===== src/rtl/eth_axis_pkg.sv =====
// Shared definitions for the 128-bit AXI4-Stream Ethernet datapath blocks.
package eth_axis_pkg;

    localparam int AXIS_DATA_W = 128;
    localparam int AXIS_KEEP_W = 16;

    typedef enum logic {ARB_IDLE, ARB_LOCKED} arb_state_t;

endpackage


===== src/rtl/rr_pick.sv =====
// Combinational round-robin selector: first set request at or after start, wrapping.
module rr_pick #(
    parameter int N = 2,
    parameter int W = (N > 1) ? $clog2(N) : 1
) (
    input  logic [N-1:0] req,
    input  logic [W-1:0] start,
    output logic [W-1:0] winner,
    output logic         found
);

    // Walk offsets from farthest to nearest so the nearest requester wins.
    always_comb begin
        winner = '0;
        found  = 1'b0;
        for (int i = N - 1; i >= 0; i--) begin
            if (req[(int'(start) + i) % N]) begin
                winner = W'((int'(start) + i) % N);
                found  = 1'b1;
            end
        end
    end

endmodule


===== src/rtl/eth_axis_frame_arbiter_128b.sv =====
// Frame-atomic round-robin merge of N AXI4-Stream inputs into one registered
// output; each beat is tagged with its source port and frames are counted per port.
module eth_axis_frame_arbiter_128b
    import eth_axis_pkg::*;
#(
    parameter int N_PORTS  = 2,
    parameter int ID_WIDTH = $clog2(N_PORTS)
) (
    input  logic                           clk,
    input  logic                           rst,
    input  logic [N_PORTS*AXIS_DATA_W-1:0] s_axis_tdata,
    input  logic [N_PORTS*AXIS_KEEP_W-1:0] s_axis_tkeep,
    input  logic [N_PORTS-1:0]             s_axis_tvalid,
    output logic [N_PORTS-1:0]             s_axis_tready,
    input  logic [N_PORTS-1:0]             s_axis_tlast,
    output logic [AXIS_DATA_W-1:0]         m_axis_tdata,
    output logic [AXIS_KEEP_W-1:0]         m_axis_tkeep,
    output logic                           m_axis_tvalid,
    input  logic                           m_axis_tready,
    output logic                           m_axis_tlast,
    output logic [ID_WIDTH-1:0]            m_axis_tid,
    output logic [N_PORTS*32-1:0]          frame_count
);

    arb_state_t                  state_q, state_d;
    logic [ID_WIDTH-1:0]         grant_q, grant_d;
    logic [ID_WIDTH-1:0]         rr_ptr_q, rr_ptr_d;
    logic [ID_WIDTH-1:0]         tid_q, tid_d;
    logic [AXIS_DATA_W-1:0]      tdata_q, tdata_d;
    logic [AXIS_KEEP_W-1:0]      tkeep_q, tkeep_d;
    logic                        tvalid_q, tvalid_d;
    logic                        tlast_q, tlast_d;
    logic [N_PORTS-1:0][31:0]    frame_count_q, frame_count_d;

    logic [ID_WIDTH-1:0]         winner;
    logic                        found;
    logic                        out_free;
    logic                        accept;
    logic                        sel_last;

    rr_pick #(
        .N (N_PORTS),
        .W (ID_WIDTH)
    ) u_rr_pick (
        .req    (s_axis_tvalid),
        .start  (rr_ptr_q),
        .winner (winner),
        .found  (found)
    );

    assign out_free = !tvalid_q || m_axis_tready;
    assign sel_last = s_axis_tlast[grant_q];
    assign accept   = (state_q == ARB_LOCKED) && s_axis_tvalid[grant_q] && out_free;

    always_comb begin
        s_axis_tready = '0;
        if (state_q == ARB_LOCKED) begin
            s_axis_tready[grant_q] = out_free;
        end
    end

    // Next-state: arbitrate in IDLE, stream the granted frame in LOCKED.
    always_comb begin
        state_d       = state_q;
        grant_d       = grant_q;
        rr_ptr_d      = rr_ptr_q;
        tid_d         = tid_q;
        tdata_d       = tdata_q;
        tkeep_d       = tkeep_q;
        tvalid_d      = tvalid_q;
        tlast_d       = tlast_q;
        frame_count_d = frame_count_q;

        if (accept) begin
            tdata_d  = s_axis_tdata[int'(grant_q)*AXIS_DATA_W +: AXIS_DATA_W];
            tkeep_d  = s_axis_tkeep[int'(grant_q)*AXIS_KEEP_W +: AXIS_KEEP_W];
            tlast_d  = sel_last;
            tid_d    = grant_q;
            tvalid_d = 1'b1;
        end else if (m_axis_tready) begin
            tvalid_d = 1'b0;
        end

        case (state_q)
            ARB_IDLE: begin
                if (found) begin
                    grant_d = winner;
                    state_d = ARB_LOCKED;
                end
            end
            ARB_LOCKED: begin
                if (accept && sel_last) begin
                    frame_count_d[grant_q] = frame_count_q[grant_q] + 32'd1;
                    rr_ptr_d = (grant_q == ID_WIDTH'(N_PORTS - 1)) ? '0 : grant_q + 1'b1;
                    state_d  = ARB_IDLE;
                end
            end
            default: state_d = ARB_IDLE;
        endcase
    end

    // Reset truncates any frame in flight: the output is dropped without tlast.
    always_ff @(posedge clk) begin
        if (rst) begin
            state_q       <= ARB_IDLE;
            grant_q       <= '0;
            rr_ptr_q      <= '0;
            tid_q         <= '0;
            tdata_q       <= '0;
            tkeep_q       <= '0;
            tvalid_q      <= 1'b0;
            tlast_q       <= 1'b0;
            frame_count_q <= '0;
        end else begin
            state_q       <= state_d;
            grant_q       <= grant_d;
            rr_ptr_q      <= rr_ptr_d;
            tid_q         <= tid_d;
            tdata_q       <= tdata_d;
            tkeep_q       <= tkeep_d;
            tvalid_q      <= tvalid_d;
            tlast_q       <= tlast_d;
            frame_count_q <= frame_count_d;
        end
    end

    assign m_axis_tdata  = tdata_q;
    assign m_axis_tkeep  = tkeep_q;
    assign m_axis_tvalid = tvalid_q;
    assign m_axis_tlast  = tlast_q;
    assign m_axis_tid    = tid_q;
    assign frame_count   = frame_count_q;

endmodule

===== config.mk =====
export PLATFORM = sky130hd
export DESIGN_NAME = eth_axis_frame_arbiter_128b
export DESIGN_NICKNAME = d
export VERILOG_FILES = /design/src/rtl/eth_axis_pkg.sv /design/src/rtl/rr_pick.sv /design/src/rtl/eth_axis_frame_arbiter_128b.sv
export SDC_FILE = /design/constraint.sdc
export NUM_CORES = 1
export LEC_CHECK = 0
export BUFFER_PORTS_ARGS = -buffer_cell sky130_fd_sc_hd__buf_4
export CAP_MARGIN = 20
export CORE_AREA = 5 5 193 195
export DETAILED_ROUTE_END_ITERATION = 10
export DIE_AREA = 0 0 198 200
export GPL_TIMING_DRIVEN = 0
export SLEW_MARGIN = 20
export SYNTH_ARGS = -nofsm -noshare
export SYNTH_HDL_FRONTEND = slang
export SYNTH_SLANG_ARGS = --single-unit

===== constraint.sdc =====
create_clock -name clk -period 10.15 [get_ports clk]
set_clock_uncertainty 0.05 [all_clocks]
set_input_delay 0.5075 -clock clk [delete_from_list [all_inputs] [get_ports clk]]
set_output_delay 0.5075 -clock clk [all_outputs]
set_load 0.01 [all_outputs]

==> results of run 1 <==
[cell type report]
| cell class | instances | share of cell area [%] |
|---|---|---|
| Clock buffer | 35 | 4.846 |
| Timing Repair Buffer | 507 | 25.12 |
| Tap cell | 461 | 3.806 |
| Multi-Input combinational cell | 774 | 34.29 |
| Clock inverter | 13 | 1.222 |
| Inverter | 3 | 0.09082 |
| Buffer | 83 | 2.361 |
| Sequential cell | 214 | 28.27 |
[registers in the layout, indices dropped and copies added (netlist names)]
signal / cells
m_axis_tkeep: 16
m_axis_tvalid: 1
state_q: 1
frame_count: 64
m_axis_tid: 1
m_axis_tlast: 1
grant_q: 1
rr_ptr_q: 1
m_axis_tdata: 128
[cell usage in the layout (no fill, tap or decap), types with 6 or more instances in the layout]
master / netlist / final
o31ai_1: 6 / 6
buf_2: 13 / 13
nor2_1: 176 / 176
a21oi_1: 39 / 39
nand3_1: 28 / 28
dfxtp_1: 214 / 214
xor2_1: 16 / 16
nand4_1: 20 / 20
clkbuf_16: 0 / 26
o21ai_0: 33 / 33
or3_1: 23 / 23
nor2b_1: 7 / 7
xnor2_1: 10 / 10
nand2_1: 36 / 36
or4_1: 13 / 13
nor4_1: 6 / 6
and3_1: 8 / 8
buf_4: 2 / 509
clkbuf_1: 60 / 64
nand3b_1: 11 / 11
mux2i_1: 150 / 150
and3b_1: 7 / 7
a211oi_1: 145 / 145
[metrics by stage]
stage                     area, µm²  power (mW)  hold slack [ps]  cells
after floorplan                9852       1.120            407.5   1074
after global placement        14230       1.359            419.7   2042
after detailed placement      14230       1.363            432.7   2042
after CTS                     15150       2.360            162.8   2090
after global routing          15150       2.434            205.1   2090
final                         15150       2.326            192.0   2090
[final timing paths]
path,endpoint,slack (ps)
worst max-delay path,frame_count[62],5750
worst min-delay path,frame_count[49],190
worst max register to register,frame_count[62],5750
worst min register to register,m_axis_tdata[102],450
[critical path: cells and delay by family, from the launching register on]
| family | cells | cell delay, ps |
|---|---|---|
| buf+inv | 6 | 2020 |
| simple gates | 2 | 970 |
| compound gates | 2 | 400 |
| flops | 1 | 390 |
| mux | 1 | 270 |
| fa+ha+maj | 1 | 200 |
[synthesized netlist by cell type (3+ instances only)]
master | count | area, µm²
dfxtp_1 | 214 | 4284
nor2_1 | 176 | 660.6
mux2i_1 | 150 | 1501
a211oi_1 | 145 | 1089
clkbuf_1 | 60 | 225.2
a21oi_1 | 39 | 195.2
nand2_1 | 36 | 135.1
o21ai_0 | 33 | 165.2
nand3_1 | 28 | 140.1
or3_1 | 23 | 143.9
nand4_1 | 20 | 125.1
xor2_1 | 16 | 140.1
buf_2 | 13 | 65.06
or4_1 | 13 | 97.59
nand3b_1 | 11 | 82.58
xnor2_1 | 10 | 87.58
and3_1 | 8 | 50.05
and3b_1 | 7 | 61.31
nor2b_1 | 7 | 43.79
nor4_1 | 6 | 37.54
o31ai_1 | 6 | 45.04
a22oi_1 | 5 | 37.54
buf_1 | 5 | 18.77
nor3_1 | 5 | 25.02
buf_6 | 3 | 33.78
o22ai_1 | 3 | 18.77
[logic make-up (layout without fill, tap and decap cells)]
logic type	Yosys count	in the layout	synth area share, %
multiplexers	151	151	15.35
AO/OA/AOI/OAI	244	244	17.28
buffers and inverters	86	641	3.772
XOR/XNOR	26	26	2.311
adder cells (fa/ha/maj)	1	1	0.1270
flip-flops	214	214	43.48
AND/OR/NAND/NOR	352	352	17.67
[routing by layer]
layer | GRT usage (%) | vias to the layer above | part of all wire, % | routed length (µm)
met4 | 4.030 | 0 | 1.7 | 749
met5 | 0 | - | 0 | 0
met3 | 5.757 | 48 | 7.9 | 3454
met1 | 25.72 | 4957 | 40 | 17620
li1 | - | 5032 | - | -
met2 | 35.27 | 347 | 50 | 21920
[power breakdown]
part / switching [mW] / internal, mW / total [mW]
clock: 0.374 / 0.610 / 0.985
combinational: 0.212 / 0.210 / 0.421
sequential: 0.0281 / 0.891 / 0.920
total: 0.614 / 1.71 / 2.33
==> metrics.md, run 1 <==
| Metric | Value |
|---|---|
| Pwr/cell area | `153.5 nW/µm²` |
| CTS Buf Count | `26` |
| Layout cells sized above 1 | `35.85%` |
| WS Path Type | `reg2reg` |
| Crit. Startpoint | `grant_q` |
| Ant diodes | `0` |
| Routability cong. | `0.8548` |
| WP data required | `10560 ps` |
| Slowest cell on the critical path | `or4_4` |
| Post-Route WL | `43740 µm` |
| CTS root buffer | `clkbuf_16` |
| Slew @ Worst Pin | `1124 ps` |
| Crit start category | `register` |
| Crit path cell chain | `buf_4 -> buf_2 -> buf_2 -> buf_2 -> clkbuf_1 -> mux2_2 -> ha_1 -> o21ai_1 -> or4_4 -> buf_2 -> or3_1 -> a21oi_1` |
| Antenna Nets Post-Route | `0` |
| Fin crit share | `43.35%` |
| Fillers | `3486` |
| Synthesized area | `9852 µm²` |
| Largest net degree at the start of global routing | `14` |
| Grt ovf | `0` |
| Sink Count | `214` |
| Critical Path AT | `4810 ps` |
| Utilization of the core after routing | `43.02%` |
| Dpl ws | `5697 ps` |
| CP Capture Type | `register` |
| Top FF cell, synth | `dfxtp_1` |
| Vias in the first global route | `10204` |
| RSZ-0062 raised after global routing | `false` |
| Row cnt | `69` |
| Post-synth ARST share | `0%` |
| Hold Path Class | `in2reg` |
| DRT Pass-1 Iters | `5` |
| IO Pins | `508` |
| Crit path top cell by count | `buf_2` |
| Reg clk slew, reported paths | `60 ps` |
| Layout area overhead | `53.82%` |
| Worst stage delay on the critical path | `660 ps` |
| Mapped Nets | `1370` |
| DRT iter0 DRCs | `539` |
| Lkg Pwr | `6.181 nW` |
| Later-pin clock latency in the skew report | `530 ps` |
| Final HPWL DP | `34830 µm` |
| Multi-input gate area | `5196 µm²` |
| Gr usage total | `20.41%` |
| Worst reg2reg path depth | `12` |
| Max rail drop VDD | `0.1195 mV` |
| Die Span X | `198 µm` |
| Final hold violation count | `0` |
| Max_cap viols | `0` |
| Residual DRC count | `0` |
| Fin. max-slew vios | `0` |
| Max_slew headroom | `24.52%` |
| Fin nets | `1905` |
| Final setup fails | `0` |
| Max FO, Critical Path | `10` |
| #FFs+latches synth | `214` |
| Initial Utilization | `27.97%` |
| Post-synth EDFFs | `0` |
| Placeable core area | `35220 µm²` |
| Post-CTS resize count | `0` |
| Port Buffers | `507` |
| Synth cell types | `51` |
| F_max | `227.3 MHz` |
| Hold_sp | `rst` |
| Avg Inst Size Synth | `9.173 µm²` |
| Buffer depth of the longest clock path | `3` |
| Storage element area | `4284 µm²` |
| CTS tree | `built` |
| Outcome | `completed` |
| TNS Setup | `0 ps` |
| Setup ws final | `5750 ps` |
| Hold_buf cts | `0` |
| Hold depth | `3` |
| Die ar. | `39600 µm²` |
| Minimum clock period | `4400 ps` |
| Synth Warn # | `0` |
| Reg2reg start | `grant_q` |
| Die height | `200 µm` |
| H-Tree Depth | `1` |
| Syn Inst Count | `1074` |
| Vias/cell | `4.968` |
| Global-route wire length before repair | `63160 µm` |
| Via count | `10384` |
| Share of the yosys chip area belonging to registers | `43.48%` |
| WL/cell | `20.93 µm` |
| Setup bufs post-CTS | `0` |
| Antenna violations before repair | `0` |
Note: power is estimated with default switching activity, not from simulation.
==> inputs of run 2 (changes only) <==
==> constraint.sdc (replaced) <==
create_clock -name clk -period 4.45 [get_ports clk]
set_clock_uncertainty 0.05 [all_clocks]
set_input_delay 0.2225 -clock clk [delete_from_list [all_inputs] [get_ports clk]]
set_output_delay 0.2225 -clock clk [all_outputs]
set_load 0.01 [all_outputs]
==> run 2 against run 1 <==
Against the previous run:
- global-route usage grew 0.65 points
- fmax up 8.8%
- core utilization increased by 3.3 points
- largest power group unchanged
- power grew 130%
- highest routed layer unchanged
- first-iteration DRC count down 5.0%
==> metrics.md, run 2 (synthesis results as in run 1) <==
| Metric | Value |
|---|---|
| Outcome | `completed` |
| Later-pin clock latency in the skew report | `530 ps (about the same)` |
| Residual DRC count | `0 (unchanged)` |
| Fin. max-slew vios | `0 (unchanged)` |
| Non-Filler Instances | `2206 (+5.6%)` |
| CTS root buffer | `clkbuf_16` |
| Most frequent cells in the layout | `509 x buf_4, 214 x dfxtp_1, 176 x nor2_1` |
| Final HPWL DP | `34830 µm (unchanged)` |
| NetSw | `1.434 mW (+130%)` |
| DRT Pass-1 Iters | `4 (-1)` |
| Slew @ Worst Pin | `1110 ps (-13.35 ps)` |
| Via count | `10952 (+5.5%)` |
| DRT iter0 DRCs | `512 (-5.0%)` |
| Buf/Inv on CP | `5 (-1)` |
| Die Span X | `198 µm (unchanged)` |
| Max reg flops | `128 (unchanged)` |
| Grt ovf | `0 (unchanged)` |
| Vias in the first global route | `10967 (+7.5%)` |
| Crit start category | `register` |
| WL/cell | `20.46 µm (-2.2%)` |
| Net Sw Frac | `26.45% (+0.042 points)` |
| Row cnt | `69 (unchanged)` |
| Gr usage total | `21.07% (+0.65 points)` |
| Routability cong. | `0.8548 (unchanged)` |
| Port Buffers | `507 (unchanged)` |
| Die height | `200 µm (unchanged)` |
| Die ar. | `39600 µm² (unchanged)` |
| Worst stage delay on the critical path | `660 ps (about the same)` |
| Max_cap viols | `0 (unchanged)` |
| Max FO, Critical Path | `19 (+9)` |
| Post-Route WL | `45150 µm (+3.2%)` |
| Sink Count | `214 (unchanged)` |
| Logic pwr share | `19.8% (+1.7 points)` |
| Pint | `3.987 mW (+130%)` |
| IO Pins | `508 (unchanged)` |
| Reg clk slew, reported paths | `60 ps (about the same)` |
| Lkg Pwr | `6.672 nW (+7.9%)` |
| Ant diodes | `0 (unchanged)` |
| Max_slew headroom | `25.42% (+0.90 points)` |
| Slowest cell on the critical path | `or4_4` |
| Final setup fails | `0 (unchanged)` |
| Vias/cell | `4.965 (about the same)` |
| Most common cell after layout, fill and taps aside | `buf_4` |
| CTS tree | `built` |
| Global-route wire length before repair | `65530 µm (+3.8%)` |
| Max rail drop VDD | `0.2743 mV (+130%)` |
| Clock network power share | `41.5% (-0.8 points)` |
| CP top delay family | `buffers and inverters` |
| Antenna Nets Post-Route | `0 (unchanged)` |
| Minimum clock period | `4044 ps (-355.6 ps)` |
| Utilization of the core after routing | `46.34% (+3.3 points)` |
| Antenna violations before repair | `0 (unchanged)` |
| Placeable core area | `35220 µm² (unchanged)` |
| Crit path cell chain | `buf_4 -> buf_2 -> buf_2 -> buf_2 -> mux2_2 -> ha_1 -> o21ai_1 -> or4_4 -> buf_2 -> or3_1 -> a21oi_1` |
| Seq pwr share | `38.7% (-0.8 points)` |
| Dpl cells | `2042 (unchanged)` |
| Hold Path Class | `in2reg` |
| F_max | `247.3 MHz (+8.8%)` |
| Largest net degree at the start of global routing | `20 (+6)` |
| Fillers | `3351 (-3.9%)` |
| Fin crit share | `90.88% (+48 points)` |
| Layout area overhead | `65.68%` |
| Buffer depth of the longest clock path | `3 (unchanged)` |
| WP data required | `4860 ps (-5700 ps)` |
| Layout cells sized above 1 | `33.52% (-2.3 points)` |
| Initial Utilization | `27.97% (unchanged)` |
| Pwr/cell area | `332.1 nW/µm² (+120%)` |
| Critical Path AT | `4450 ps (-360 ps)` |
| Fin nets | `2021 (+6.1%)` |
| H-Tree Depth | `1 (unchanged)` |
| RSZ-0062 raised after global routing | `false` |
| Crit path top cell by count | `buf_2` |
| CTS Buf Count | `26 (unchanged)` |
| WS Path Type | `reg2reg` |
| CP Capture Type | `register` |
| Final hold violation count | `0 (unchanged)` |
run 2: repair_timing:
item	in CTS	in global routing
hold buffers	116	1
endpoints found under the hold margin	68	1
setup endpoints to repair	4	7
gates resized for setup	0	2
buffers inserted	0	0
run 2: power groups by stage:
stage | registers [mW] | clock network, mW | logic [mW]
6_report | 2.10 | 2.25 | 1.07
4_1_cts | 2.10 | 2.31 | 1.08
5_1_grt | 2.11 | 2.40 | 1.16
2_1_floorplan | 2.18 | 0 | 0.370
3_5_place_dp | 2.14 | 0 | 0.974
3_3_place_gp | 2.13 | 0 | 0.967
run 2: worst paths after layout:
kind	start	endpoint	slack, ps	cells after the start
min	s_axis_tdata[86]	m_axis_tdata[86]	8	3
max reg2reg	grant_q	frame_count[62]	410	11
max	grant_q	frame_count[62]	410	11
min reg2reg	rr_ptr_q	rr_ptr_q	440	2
run 2: tightest hold or removal path, cell delays in order:
cell and delay (ps):
buf_4 100, mux2i_1 120, a211oi_1 90
run 2: layer usage:
metal	up-vias	routed length (µm)	track usage [%]
met2	396	22290	36.10
met5	-	0	0
li1	5262	-	-
met3	80	3867	6.563
met4	0	1299	5.866
met1	5214	17690	25.70
run 2: stage by stage:
step	setup WS (ps)	hold WS, ps	power (mW)	TNS (ps)	cell area, µm²
finish	406.0	8.163	5.420	0	16320
global route	167.8	0.1785	5.662	0	16320
CTS	169.6	0.02293	5.482	0	16310
detailed placement	-2.945	432.7	3.110	-2.945	14230
global placement	-1.675	419.7	3.099	-1.675	14230
floorplan	1171	344.0	2.554	0	9852
run 2: layout make-up:
cell class | count | area (µm²) | share of cell area [%]
well taps | 461 | 576.8 | 3.534
plain buffers | 82 | 355.3 | 2.177
repair buffers | 624 | 4977 | 30.49
inverters | 3 | 13.76 | 0.08432
clock buffers | 35 | 734.5 | 4.499
multi-input cells | 774 | 5196 | 31.83
clock inverters | 13 | 185.2 | 1.134
flip-flops and latches | 214 | 4284 | 26.25
